`config.mk`:
```
export PLATFORM = sky130hd
export DESIGN_NAME = axis_mem_packer_flat
export DESIGN_NICKNAME = d
export VERILOG_FILES = /design/src/rtl/axis_mem_packer_if.sv /design/src/rtl/axis_mem_packer.sv /design/src/flat_wrapper.sv
export SDC_FILE = /design/constraint.sdc
export NUM_CORES = 1
export LEC_CHECK = 0
export CORE_MARGIN = 4
export CORE_UTILIZATION = 45
export CTS_CLUSTER_SIZE = 12
export DETAILED_ROUTE_END_ITERATION = 16
export GPL_TIMING_DRIVEN = 0
export PLACE_DENSITY_LB_ADDON = 0.05
export SETUP_SLACK_MARGIN = 0.3
export SLEW_MARGIN = 20
export SYNTH_ARGS = -nofsm -noshare
export SYNTH_HDL_FRONTEND = slang
export SYNTH_SLANG_ARGS = --single-unit
```
`constraint.sdc`:
```
create_clock -name clk -period 13.15 [get_ports clk]
set_clock_uncertainty 0.15 [all_clocks]
set_input_delay 3.945 -clock clk [delete_from_list [all_inputs] [get_ports clk]]
set_output_delay 3.945 -clock clk [all_outputs]
set_load 0.03 [all_outputs]
```
`src/rtl/axis_mem_packer_if.sv`:
```
// Stream-in / memory-word-out bundle for axis_mem_packer.
// slave is the packer's view; master is the arbiter/FIFO side that surrounds it.
interface axis_mem_packer_if #(
    parameter int DATA_W     = 256,
    parameter int MEM_DATA_W = 128,
    parameter int USER_W     = 128,
    parameter int NUM_QUEUES = 5
);
    localparam int CNT_W = $clog2(MEM_DATA_W / 8) + 1;
    localparam int MEM_W = MEM_DATA_W + CNT_W + 3;

    logic                  s_tvalid;
    logic                  s_tready;
    logic [DATA_W-1:0]     s_tdata;
    logic [DATA_W/8-1:0]   s_tstrb;
    logic [USER_W-1:0]     s_tuser;
    logic                  s_tlast;
    logic                  m_valid;
    logic                  m_ready;
    logic [MEM_W-1:0]      m_data;
    logic [NUM_QUEUES-1:0] oq;

    modport slave (
        input  s_tvalid, s_tdata, s_tstrb, s_tuser, s_tlast, m_ready,
        output s_tready, m_valid, m_data, oq
    );

    modport master (
        output s_tvalid, s_tdata, s_tstrb, s_tuser, s_tlast, m_ready,
        input  s_tready, m_valid, m_data, oq
    );
endinterface

```
`src/rtl/axis_mem_packer.sv`:
```
// Packs AXI4-Stream beats into header + data memory words with byte counts and oq bitmap.
// Optional AXIS_MEM_PACKER_STATS_EN adds pkt_cnt/word_cnt outputs.
module axis_mem_packer #(
    parameter int DATA_W     = 256,
    parameter int MEM_DATA_W = 128,
    parameter int USER_W     = 128,
    parameter int NUM_QUEUES = 5,
    parameter int DST_LSB    = 24
) (
    input  logic             clk,
    input  logic             reset,
    axis_mem_packer_if.slave bus
`ifdef AXIS_MEM_PACKER_STATS_EN
    ,
    output logic [31:0]      pkt_cnt,
    output logic [31:0]      word_cnt
`endif
);
    localparam int RATIO   = DATA_W / MEM_DATA_W;
    localparam int STRB_W  = DATA_W / 8;
    localparam int CHUNK_B = MEM_DATA_W / 8;
    localparam int CNT_W   = $clog2(CHUNK_B) + 1;
    localparam int MEM_W   = MEM_DATA_W + CNT_W + 3;
    localparam int IDX_W   = (RATIO > 1) ? $clog2(RATIO) : 1;

    typedef enum logic [1:0] {
        ST_IDLE,
        ST_HEADER,
        ST_DATA
    } state_t;

    state_t                r_state;
    state_t                w_state_nxt;
    logic [DATA_W-1:0]     r_beat;
    logic [STRB_W-1:0]     r_strb;
    logic                  r_last;
    logic                  r_full;
    logic [IDX_W-1:0]      r_idx;
    logic [USER_W-1:0]     r_user;
    logic [NUM_QUEUES-1:0] r_oq;

    logic                  w_full_nxt;
    logic [IDX_W-1:0]      w_idx_nxt;
    logic                  w_load;
    logic                  w_new_pkt;
    logic                  w_s_tready;
    logic                  w_m_valid;
    logic [MEM_W-1:0]      w_m_data;

    logic [RATIO-1:0]      w_chunk_nz;
    logic [IDX_W-1:0]      w_next_idx;
    logic                  w_final;
    logic                  w_sop;
    logic [MEM_DATA_W-1:0] w_hdr;
    logic [MEM_DATA_W-1:0] w_payload;
    logic [CNT_W-1:0]      w_nbytes;

    generate
        if (USER_W >= MEM_DATA_W) begin : g_hdr_trunc
            assign w_hdr = r_user[MEM_DATA_W-1:0];
        end else begin : g_hdr_ext
            assign w_hdr = {{(MEM_DATA_W-USER_W){1'b0}}, r_user};
        end
    endgenerate

    always_comb begin
        w_chunk_nz = '0;
        for (int unsigned j = 0; j < RATIO; j++) begin
            w_chunk_nz[j] = |r_strb[j*CHUNK_B +: CHUNK_B];
        end
    end

    // Scan downward so the lowest populated chunk above r_idx wins; none left means final.
    always_comb begin
        w_next_idx = r_idx;
        w_final    = 1'b1;
        for (int unsigned k = 0; k < RATIO; k++) begin
            if ((IDX_W'(RATIO - 1 - k) > r_idx) && w_chunk_nz[RATIO-1-k]) begin
                w_next_idx = IDX_W'(RATIO - 1 - k);
                w_final    = 1'b0;
            end
        end
    end

    assign w_payload = r_beat[int'(r_idx)*MEM_DATA_W +: MEM_DATA_W];
    assign w_nbytes  = CNT_W'($countones(r_strb[int'(r_idx)*CHUNK_B +: CHUNK_B]));

    // Next accepted beat opens a new packet when nothing is held or the held beat closes one.
    assign w_sop = (r_state == ST_IDLE) || ((r_state == ST_DATA) && r_last);

    always_comb begin
        w_state_nxt = r_state;
        w_full_nxt  = r_full;
        w_idx_nxt   = r_idx;
        w_load      = 1'b0;
        w_new_pkt   = 1'b0;
        w_s_tready  = ~r_full;
        w_m_valid   = 1'b0;
        case (r_state)
            ST_IDLE: begin
                if (bus.s_tvalid) begin
                    w_load      = 1'b1;
                    w_new_pkt   = w_sop;
                    w_full_nxt  = 1'b1;
                    w_idx_nxt   = '0;
                    w_state_nxt = ST_HEADER;
                end
            end
            ST_HEADER: begin
                w_m_valid = 1'b1;
                if (bus.m_ready) begin
                    w_idx_nxt   = '0;
                    w_state_nxt = ST_DATA;
                end
            end
            ST_DATA: begin
                if (r_full) begin
                    w_m_valid = 1'b1;
                    if (bus.m_ready) begin
                        if (w_final) begin
                            w_s_tready = 1'b1;
                            w_idx_nxt  = '0;
                            if (bus.s_tvalid) begin
                                w_load     = 1'b1;
                                w_full_nxt = 1'b1;
                                if (r_last) begin
                                    w_new_pkt   = w_sop;
                                    w_state_nxt = ST_HEADER;
                                end
                            end else begin
                                w_full_nxt = 1'b0;
                                if (r_last) begin
                                    w_state_nxt = ST_IDLE;
                                end
                            end
                        end else begin
                            w_idx_nxt = w_next_idx;
                        end
                    end
                end else if (bus.s_tvalid) begin
                    w_load     = 1'b1;
                    w_full_nxt = 1'b1;
                    w_idx_nxt  = '0;
                end
            end
            default: begin
                w_state_nxt = ST_IDLE;
                w_full_nxt  = 1'b0;
                w_idx_nxt   = '0;
            end
        endcase
    end

    always_comb begin
        w_m_data = '0;
        if (r_state == ST_HEADER) begin
            w_m_data = {w_hdr, {CNT_W{1'b0}}, 2'b00, 1'b0};
        end else if ((r_state == ST_DATA) && r_full) begin
            w_m_data = {w_payload, w_nbytes, 2'b01, r_last & w_final};
        end
    end

    always_ff @(posedge clk) begin
        if (reset) begin
            r_state <= ST_IDLE;
            r_full  <= 1'b0;
            r_idx   <= '0;
            r_beat  <= '0;
            r_strb  <= '0;
            r_last  <= 1'b0;
            r_user  <= '0;
            r_oq    <= '0;
        end else begin
            r_state <= w_state_nxt;
            r_full  <= w_full_nxt;
            r_idx   <= w_idx_nxt;
            if (w_load) begin
                r_beat <= bus.s_tdata;
                r_strb <= bus.s_tstrb;
                r_last <= bus.s_tlast;
            end
            if (w_new_pkt) begin
                r_user <= bus.s_tuser;
                r_oq   <= bus.s_tuser[DST_LSB +: NUM_QUEUES];
            end
        end
    end

    assign bus.s_tready = w_s_tready & ~reset;
    assign bus.m_valid  = w_m_valid;
    assign bus.m_data   = w_m_data;
    assign bus.oq       = r_oq;

`ifdef AXIS_MEM_PACKER_STATS_EN
    logic        w_xfer;
    logic [31:0] r_pkt_cnt;
    logic [31:0] r_word_cnt;

    assign w_xfer = w_m_valid & bus.m_ready;

    always_ff @(posedge clk) begin
        if (reset) begin
            r_pkt_cnt  <= '0;
            r_word_cnt <= '0;
        end else if (w_xfer) begin
            r_word_cnt <= r_word_cnt + 32'd1;
            if (w_m_data[0]) begin
                r_pkt_cnt <= r_pkt_cnt + 32'd1;
            end
        end
    end

    assign pkt_cnt  = r_pkt_cnt;
    assign word_cnt = r_word_cnt;
`endif
endmodule

```
`src/flat_wrapper.sv`:
```
// flat-port wrapper written by rule: the top's interface ports become plain ports
module axis_mem_packer_flat 
#(
    parameter int DATA_W     = 256,
    parameter int MEM_DATA_W = 128,
    parameter int USER_W     = 128,
    parameter int NUM_QUEUES = 5,
    parameter int DST_LSB    = 24
)
  (clk, reset, bus_s_tvalid, bus_s_tdata, bus_s_tstrb, bus_s_tuser, bus_s_tlast, bus_m_ready, bus_s_tready, bus_m_valid, bus_m_data, bus_oq);
  axis_mem_packer_if #(.DATA_W(DATA_W), .MEM_DATA_W(MEM_DATA_W), .USER_W(USER_W), .NUM_QUEUES(NUM_QUEUES)) bus_i ();
  input  logic clk;
  input  logic reset;
  input wire logic [$bits(bus_i.s_tvalid)-1:0] bus_s_tvalid;
  input wire logic [$bits(bus_i.s_tdata)-1:0] bus_s_tdata;
  input wire logic [$bits(bus_i.s_tstrb)-1:0] bus_s_tstrb;
  input wire logic [$bits(bus_i.s_tuser)-1:0] bus_s_tuser;
  input wire logic [$bits(bus_i.s_tlast)-1:0] bus_s_tlast;
  input wire logic [$bits(bus_i.m_ready)-1:0] bus_m_ready;
  output wire logic [$bits(bus_i.s_tready)-1:0] bus_s_tready;
  output wire logic [$bits(bus_i.m_valid)-1:0] bus_m_valid;
  output wire logic [$bits(bus_i.m_data)-1:0] bus_m_data;
  output wire logic [$bits(bus_i.oq)-1:0] bus_oq;
  assign bus_i.s_tvalid = bus_s_tvalid;
  assign bus_i.s_tdata = bus_s_tdata;
  assign bus_i.s_tstrb = bus_s_tstrb;
  assign bus_i.s_tuser = bus_s_tuser;
  assign bus_i.s_tlast = bus_s_tlast;
  assign bus_i.m_ready = bus_m_ready;
  assign bus_s_tready = bus_i.s_tready;
  assign bus_m_valid = bus_i.m_valid;
  assign bus_m_data = bus_i.m_data;
  assign bus_oq = bus_i.oq;
  axis_mem_packer #(.DATA_W(DATA_W), .MEM_DATA_W(MEM_DATA_W), .USER_W(USER_W), .NUM_QUEUES(NUM_QUEUES), .DST_LSB(DST_LSB)) u_core (.clk(clk), .reset(reset), .bus(bus_i));
endmodule
```
# Yosys cells after proc, flatten, opt, wreduce, memory -nomap -nowiden
# Index checks and enable logic that the tools add are counted.
# Widths: inputs -> output; s select.
dict set report word_totals {
  in_bits 421
  regBits 426
  wordCells 97
  output_inout_bits 143
}
dict set report op_classes {
  eq_ne 10
  addsub 15
  n_mux 44
  n_reduce_logical 11
  order_cmp 2
  bitwise 5
  shifts 2
}
# op count
set ops {}
lappend ops {{$mux 136} 2}
lappend ops {{$shiftx 256x9->128} 1}
lappend ops {{$add 5x5->5} 7}
lappend ops {{$reduce_or 16->1} 2}
lappend ops {{$shiftx 32x6->16} 1}
lappend ops {{$mux 1} 28}
lappend ops {{$add 1x1->2} 8}
lappend ops {{$mux 2} 8}
lappend ops {{$ne 2x1->1 const B} 3}
lappend ops {{$ne 2x2->1 const B} 3}
lappend ops {{$pmux 1 s2} 3}
lappend ops {{$pmux 1 s3} 2}
lappend ops {{$pmux 2 s3} 1}
lappend ops {{$reduce_and 6->1} 1}
lappend ops {{$ne 5x5->1 const B} 1}
lappend ops {{$logic_and 1x1->1} 4}
lappend ops {{$ne 3x3->1 const B} 1}
lappend ops {{$not 1->1} 3}
lappend ops {{$reduce_and 3->1} 1}
lappend ops {{$and 1x1->1} 2}
lappend ops {{$eq 2x1->1 const B} 1}
lappend ops {{$eq 2x2->1 const B} 1}
lappend ops {{$gt 1x1->1 const A} 2}
lappend ops {{$logic_not 2->1} 1}
lappend ops {{other kinds (2)} 2}

# Depth between registers and ports, before layout
# Gate-level depths: netlist (run 1).
dict set report logic_depth {
  depth_word 9
  depth_mapped 17
  depth_no_buf 14
}

# Least setup slack after synthesis (run 1)
# No wires, ideal clock.
dict set report synth_timing {
  kind {flip-flop to output port}
  from {register u_core.r_idx}
  to {output bus_m_data[6]}
  path_buffers 3
  arrival_ps 5080
  path_stages_with_launch 18
  slack_ps 3975
  required_time_ps 9055
  path_cell_list {dfxtp_1 -> clkbuf_1 -> clkbuf_1 -> buf_1 -> mux2_2 -> ha_1 -> inv_1 -> fa_1 -> inv_1 -> fa_1 -> fa_1 -> inv_1 -> fa_1 -> inv_1 -> ha_1 -> fa_1 -> xnor2_1 -> nor2_1}
}
dict set report synth_via {
  elab_chain_len 7
  elab_cells_between_ends 18
  cone_classes {add/sub: 15; shift: 1; mux: 2}
}
# item line_no
set synth_lines {}
lappend synth_lines {{start: declaration} axis_mem_packer.sv:38} ;# logic [IDX_W-1:0] r_idx;
lappend synth_lines {{start signal: assignment} axis_mem_packer.sv:176} ;# r_idx <= w_idx_nxt;
lappend synth_lines {{$shiftx 32x6->16 *} axis_mem_packer.sv:86} ;# assign w_nbytes = CNT_W'($countones(r_strb[int'(r_idx)*CHUNK_B +: CHUNK_B]));
lappend synth_lines {{$add 1x1->2} axis_mem_packer.sv:86}
lappend synth_lines {{$add 5x5->5 (2 in a row)} axis_mem_packer.sv:86}
lappend synth_lines {{$add 5x5->5 *} axis_mem_packer.sv:86}
lappend synth_lines {{$mux 136 *} axis_mem_packer.sv:158} ;# end else if ((r_state == ST_DATA) && r_full) begin
lappend synth_lines {{$mux 136 *} axis_mem_packer.sv:156} ;# if (r_state == ST_HEADER) begin
lappend synth_lines {{end: declaration} flat_wrapper.sv:22} ;# output wire logic [$bits(bus_i.m_data)-1:0] bus_m_data;
# Mark *: on every way between the ends. The rest lies on a longest branch, timed or not.

# Worst setup path in the final report (run 1)
dict set report layout_timing {
  from {register u_core.r_idx}
  to {output bus_m_data[5]}
}
# The elaborated chain is that of the path after synthesis.

==> results of run 1 <==
## worst register-to-register path, cell delays in order (launching register included)
cell      delay, ns
dfxtp_1        0.37
inv_1          0.09
ha_1           0.20
clkbuf_1       0.19
and2_1         0.28
a32o_1         0.26
a31oi_1        0.16
buf_2          0.44
buf_2          0.44
mux2i_1        0.26
## final timing paths
kind                             startpoint                              to  slack [ns]  depth (start not counted)
max reg2reg  u_core.r_state[0]$_SDFFE_PP0P_  u_core.r_user[69]$_SDFFE_PP0P_       10.21                          9
min          u_core.r_beat[33]$_SDFFE_PP0P_  u_core.r_beat[33]$_SDFFE_PP0P_        0.31                          2
max               u_core.r_idx$_SDFFE_PP0P_                   bus_m_data[5]        2.08                         17
min reg2reg  u_core.r_beat[33]$_SDFFE_PP0P_  u_core.r_beat[33]$_SDFFE_PP0P_        0.31                          2
## power breakdown
part           switching (mW)  internal (mW)  total, mW
clock network           0.541          0.793       1.33
registers               0.146           1.55       1.70
logic                   0.870          0.730       1.60
## logic make-up (layout without fill, tap and decap cells)
group | Yosys count | count (layout) | share of synthesized area
other | 1 | 19 | 0.000183
buffers and inverters | 221 | 864 | 0.0526
DFF | 421 | 421 | 0.410
muxes | 562 | 562 | 0.275
xor gates and xnor gates | 1 | 1 | 0.000426
and+or+nand+nor | 996 | 996 | 0.203
adders and majority gates | 28 | 28 | 0.0211
AOI/OAI and AO/OA | 146 | 146 | 0.0374
## layout make-up
| class | instances | area share |
|---|---|---|
| Buffer | 193 | 0.0342 |
| Antenna cell | 18 | 0.00158 |
| Tap cell | 600 | 0.0263 |
| Sequential cell | 421 | 0.295 |
| Timing Repair Buffer | 563 | 0.198 |
| Inverter | 28 | 0.00368 |
| Clock inverter | 10 | 0.00373 |
| Clock buffer | 70 | 0.0506 |
| Multi-Input combinational cell | 1734 | 0.387 |
## Yosys cell counts (2+ instances only)
library cell / instances / area [um2]
nand2_1: 823 / 3090
mux2i_1: 545 / 5460
dfxtp_1: 421 / 8430
nand2b_1: 145 / 907
clkbuf_1: 134 / 503
o21ai_0: 128 / 641
inv_1: 27 / 101
buf_6: 24 / 270
ha_1: 17 / 213
mux2_2: 17 / 191
buf_2: 14 / 70.1
buf_4: 14 / 105
fa_1: 11 / 220
buf_1: 7 / 26.3
nor2_1: 7 / 26.3
a21oi_1: 6 / 30.0
and3_1: 4 / 25.0
nor4_2: 4 / 50.1
nor3_1: 3 / 15.0
nor4_1: 3 / 18.8
a211oi_1: 2 / 15.0
nor2b_1: 2 / 12.5
## registers in the layout, summed over array words and instances, names as in the netlist
name            flops
u_core.r_full       1
u_core.r_strb      32
u_core.r_idx        1
u_core.r_beat     256
u_core.r_user     124
u_core.r_last       1
u_core.r_state      2
u_core.bus.oq       4
## layer usage
layer  vias to the layer above  part of all wire  GRT usage
li1                       9011                 -          -
met2                       594              0.48      0.501
met5                         -            0.0026          0
met3                       159             0.068     0.0751
met1                      8694              0.41      0.353
met4                        34             0.033      0.107
==> out/metrics.yaml, run 1 <==
path_buf_inv: 8
ys_seq_area_frac: 0.410
fill_cells: 3991
rsz0062_at_grt: "false"
grt_overflow_total: 0
syn2layout_area_growth_pct: 38.9
hold_violations: 0
antenna_found_initial: 36
die-area_mm2: 0.0491
final_common_cell: "nand2_1"
layout_min_cycle_time_ns: 11.07
cts_root_buf: "clkbuf_16"
cts_max_level: 2
powerDensity_mw_per_mm2: 162
initial_core_util: 0.454
setup_violations: 0
wl_per_cell_um: 20.6
clkTransAtPathRegs_ns: 0.06
critical-path-top-delay-family: "adder cells"
io_buffers: 561
fp.dieH_um: 222
first_pass_iters: 8
cp.arrival_ns: 6.97
status: "complete, no violations"
synth-warning-count: 0
final.setup.worst_slack_ns: 2.08
final_cell_mix: "823 x nand2_1, 561 x clkdlybuf4s50_1, 545 x mux2i_1"
finalNonFillerCells: 3637
wl_um: 74900
dr_total_vias: 18500
drv_slew: 0
multiInputGateArea_mm2: 0.0110
ys.flop_type: "dfxtp_1"
crit_chain: "clkbuf_1, clkbuf_1, buf_1, mux2_2, ha_1, inv_1, fa_1, inv_1, fa_1, fa_1, inv_1, fa_1, inv_1, ha_1, fa_1, and3_1, clkdlybuf4s50_1"
fin_nets: 3437
leakage_nw: 11.3
yosysUniqueCellTypes: 40
cpMaxStageDelayCell: "clkbuf_1"
synth_seq_cells: 421
finalCritPeriodShare: 0.842
dp_worst_setup_slack_ns: 2.61
syn_area_per_cell_um2: 8.65
total_power_mw: 4.63
path_max_fanout: 10
postCtsSetupBuffers: 0
final_core_util: 0.630
avgViaCountPerCell: 5.08
coreArea_mm2: 0.0453
whs_ns: 0.306
relSlewSlack: 0.246
grt_usage: 0.291
cp.required_ns: 9.05
cts_resized: 0
crit_path_max_incr_delay_ns: 0.73
netlist_instances: 2376
crit_top_cell: "fa_1"
async_flop_share: 0
hp-class: "flop to flop"
gp_congestion: 0.889
ioPinCount: 564
synth_edf_count: 0
grt_pass1_vias: 19300
place_area_mm2: 0.0269
ir_worst_vdd_uv: 97.0
numCtsBuffers: 47
drcViolationCount: 0
endpoint_kind: "output pin"
cts_tree: "yes"
grt_first_pass_wirelength_um: 112000
drive_gt1_frac: 0.0497
clk_latency_ns: 0.57
ctsHoldBuffers: 0
mappedNetlistArea_mm2: 0.0205
fp-row-count: 78
final_antenna_net_count: 0
cap_violations: 0
start_kind: "flop"
fmax_ghz: 0.0904
drt-initial-drc-count: 1143
worst_pin_slew_ns: 1.13
synth_nets: 2825
seq_area_mm2: 0.00843
path_class: "flop to output pin"
final.setup.tns_ns: 0
max-clock-path-buffers: 3
die_w_um: 222
post-dp-hpwl_um: 58100
cts_sinks: 421
grt_max_degree: 13
final_area_mm2: 0.0285
dpl.cell_count: 3537
(Power assumes the default switching activity.)
==> run 2: changes to the inputs <==
==> constraint.sdc (replaced) <==
create_clock -name clk -period 10.5 [get_ports clk]
set_clock_uncertainty 0.15 [all_clocks]
set_input_delay 3.15 -clock clk [delete_from_list [all_inputs] [get_ports clk]]
set_output_delay 3.15 -clock clk [all_outputs]
set_load 0.03 [all_outputs]
==> run 2 against run 1 <==
Sequential power increased by 25%. Non-clock buffer count unchanged. Sequential share of layout area about the same. Final area about the same. Global-route usage unchanged. Via count increased by 0.20%. Register-to-register slack got worse by 2.7 ns. Final cell count about the same. Largest cell class unchanged. Largest power group unchanged.
==> out/metrics.yaml, run 2 (synthesized netlist as in run 1, its figures left out) <==
status: "complete, no violations"  # unchanged
final.setup.tns_ns: 0  # unchanged
max-clock-path-buffers: 3  # unchanged
fin_nets: 3437  # unchanged
ctsHoldBuffers: 0  # unchanged
drt-initial-drc-count: 1131  # was 1,143
fp-row-count: 78  # unchanged
grt_pass1_vias: 19300  # unchanged
layout_min_cycle_time_ns: 9.79
cts_root_buf: "clkbuf_16"  # unchanged
worst_pin_slew_ns: 1.14  # was 1.13 ns
drcViolationCount: 0  # unchanged
regMostFlops: "u_core.r_beat"  # unchanged
leakage_nw: 11.3  # about the same
wl_um: 75000  # was 74,900 um
path_class: "flop to output pin"  # unchanged
grt_first_pass_wirelength_um: 112000  # unchanged
cts_max_level: 2  # unchanged
antenna_found_initial: 36  # unchanged
dr_total_vias: 18500  # about the same
powerDensity_mw_per_mm2: 203  # was 162 mW/mm2
setup_violations: 0  # unchanged
hp-class: "flop to flop"  # unchanged
clk_latency_ns: 0.57  # about the same
ir_worst_vdd_uv: 122  # was 97.0 uV
whs_ns: 0.306  # unchanged
finalNonFillerCells: 3638  # was 3,637
cap_violations: 0  # unchanged
coreArea_mm2: 0.0453  # unchanged
gp_congestion: 0.889  # unchanged
dp_worst_setup_slack_ns: 0.751  # was 2.61 ns
post-dp-hpwl_um: 58100  # unchanged
avgViaCountPerCell: 5.09  # was 5.08
hold_violations: 0  # unchanged
start_kind: "flop"  # unchanged
initial_core_util: 0.454  # unchanged
syn2layout_area_growth_pct: 38.9  # about the same
relSlewSlack: 0.242  # was 0.246
cp.required_ns: 7.20  # was 9.05 ns
wl_per_cell_um: 20.6  # about the same
largest_reg_flops: 256  # unchanged
ioPinCount: 564  # unchanged
fp.dieH_um: 222  # unchanged
drv_slew: 0  # unchanged
io_buffers: 561  # unchanged
dpl.cell_count: 3537  # unchanged
clkTransAtPathRegs_ns: 0.06  # about the same
endpoint_kind: "output pin"  # unchanged
cp.arrival_ns: 6.49  # was 6.97 ns
final_cell_mix: "823 x nand2_1, 561 x clkdlybuf4s50_1, 545 x mux2i_1"  # unchanged
cts_sinks: 421  # unchanged
grt_overflow_total: 0  # unchanged
fmax_ghz: 0.102
path_max_fanout: 10  # unchanged
finalCritPeriodShare: 0.933
final_common_cell: "nand2_1"  # unchanged
grt_usage: 0.291  # unchanged
rsz0062_at_grt: "false"  # unchanged
first_pass_iters: 6  # was 8
numCtsBuffers: 47  # unchanged
die-area_mm2: 0.0491  # unchanged
die_w_um: 222  # unchanged
grt_max_degree: 13  # unchanged
final.setup.worst_slack_ns: 0.706  # was 2.08 ns
cts_tree: "yes"  # unchanged
final_antenna_net_count: 0  # unchanged
drive_gt1_frac: 0.0503  # was 0.0497
reg_top3: "u_core.r_beat (256), u_core.r_user (124), u_core.r_strb (32)"  # unchanged
postCtsSetupBuffers: 0  # unchanged
==> run 2: cell types whose count changed in the layout (fill, tap and decap cells not counted), sizes merged <==
cell	before	now
diode	18	19
buf	61	60
clkbuf	204	205
==> run 2: layout make-up <==
class	count	area, um2
Multi-Input combinational cell	1734	11000
Fill cell	3989	16700
Buffer	193	978
Clock buffer	70	1450
Sequential cell	421	8430
Inverter	28	105
Antenna cell	19	47.5
Timing Repair Buffer	563	5640
Clock inverter	10	106
Tap cell	600	751
==> run 2: worst paths after layout <==
path	startpoint	end	slack [ns]	cells after the start
max	u_core.r_idx$_SDFFE_PP0P_	bus_m_data[5]	0.71	17
min	u_core.r_beat[33]$_SDFFE_PP0P_	u_core.r_beat[33]$_SDFFE_PP0P_	0.31	2
max reg2reg	u_core.r_state[0]$_SDFFE_PP0P_	u_core.r_user[69]$_SDFFE_PP0P_	7.54	9
min reg2reg	u_core.r_beat[33]$_SDFFE_PP0P_	u_core.r_beat[33]$_SDFFE_PP0P_	0.31	2
==> run 2: critical path, cell delays in order, from the launching register on <==
cell and delay [ns]:
dfxtp_1 0.30, clkbuf_1 0.22, clkbuf_2 0.44, buf_1 0.50, mux2_2 0.41, ha_1 0.27
inv_1 0.05, fa_1 0.50, inv_1 0.08, fa_1 0.45, fa_1 0.52, inv_1 0.06
fa_1 0.54, inv_1 0.04, ha_1 0.22, fa_1 0.48, and3_1 0.19, clkdlybuf4s50_1 0.68
==> run 2: layer usage <==
layer  wire (um)  GRT usage  up-vias
met1       30900      0.353     8735
met4        2510      0.107       34
met5         198          0        -
met3        5130     0.0751      159
li1            -          -     9020
met2       36300      0.501      581
==> run 2: what timing repair did <==
item / 4_1_cts / 5_1_grt
hold endpoints to repair: 0 / 0
setup endpoints to repair: 2 / 1
gates resized for setup: 1 / 1
==> run 2: power breakdown <==
group	switching, mW	internal [mW]
logic	1.09	0.914
registers	0.183	1.94
clock network	0.679	0.994
total	1.95	3.85
==> run 2: stage by stage <==
step	power [mW]	area [um2]	util
6_report	5.80	28500	0.630
3_5_place_dp	4.15	26900	0.594
4_1_cts	5.82	28500	0.629
2_1_floorplan	3.46	20500	-
3_3_place_gp	4.10	26900	0.594
5_1_grt	6.07	28500	0.630
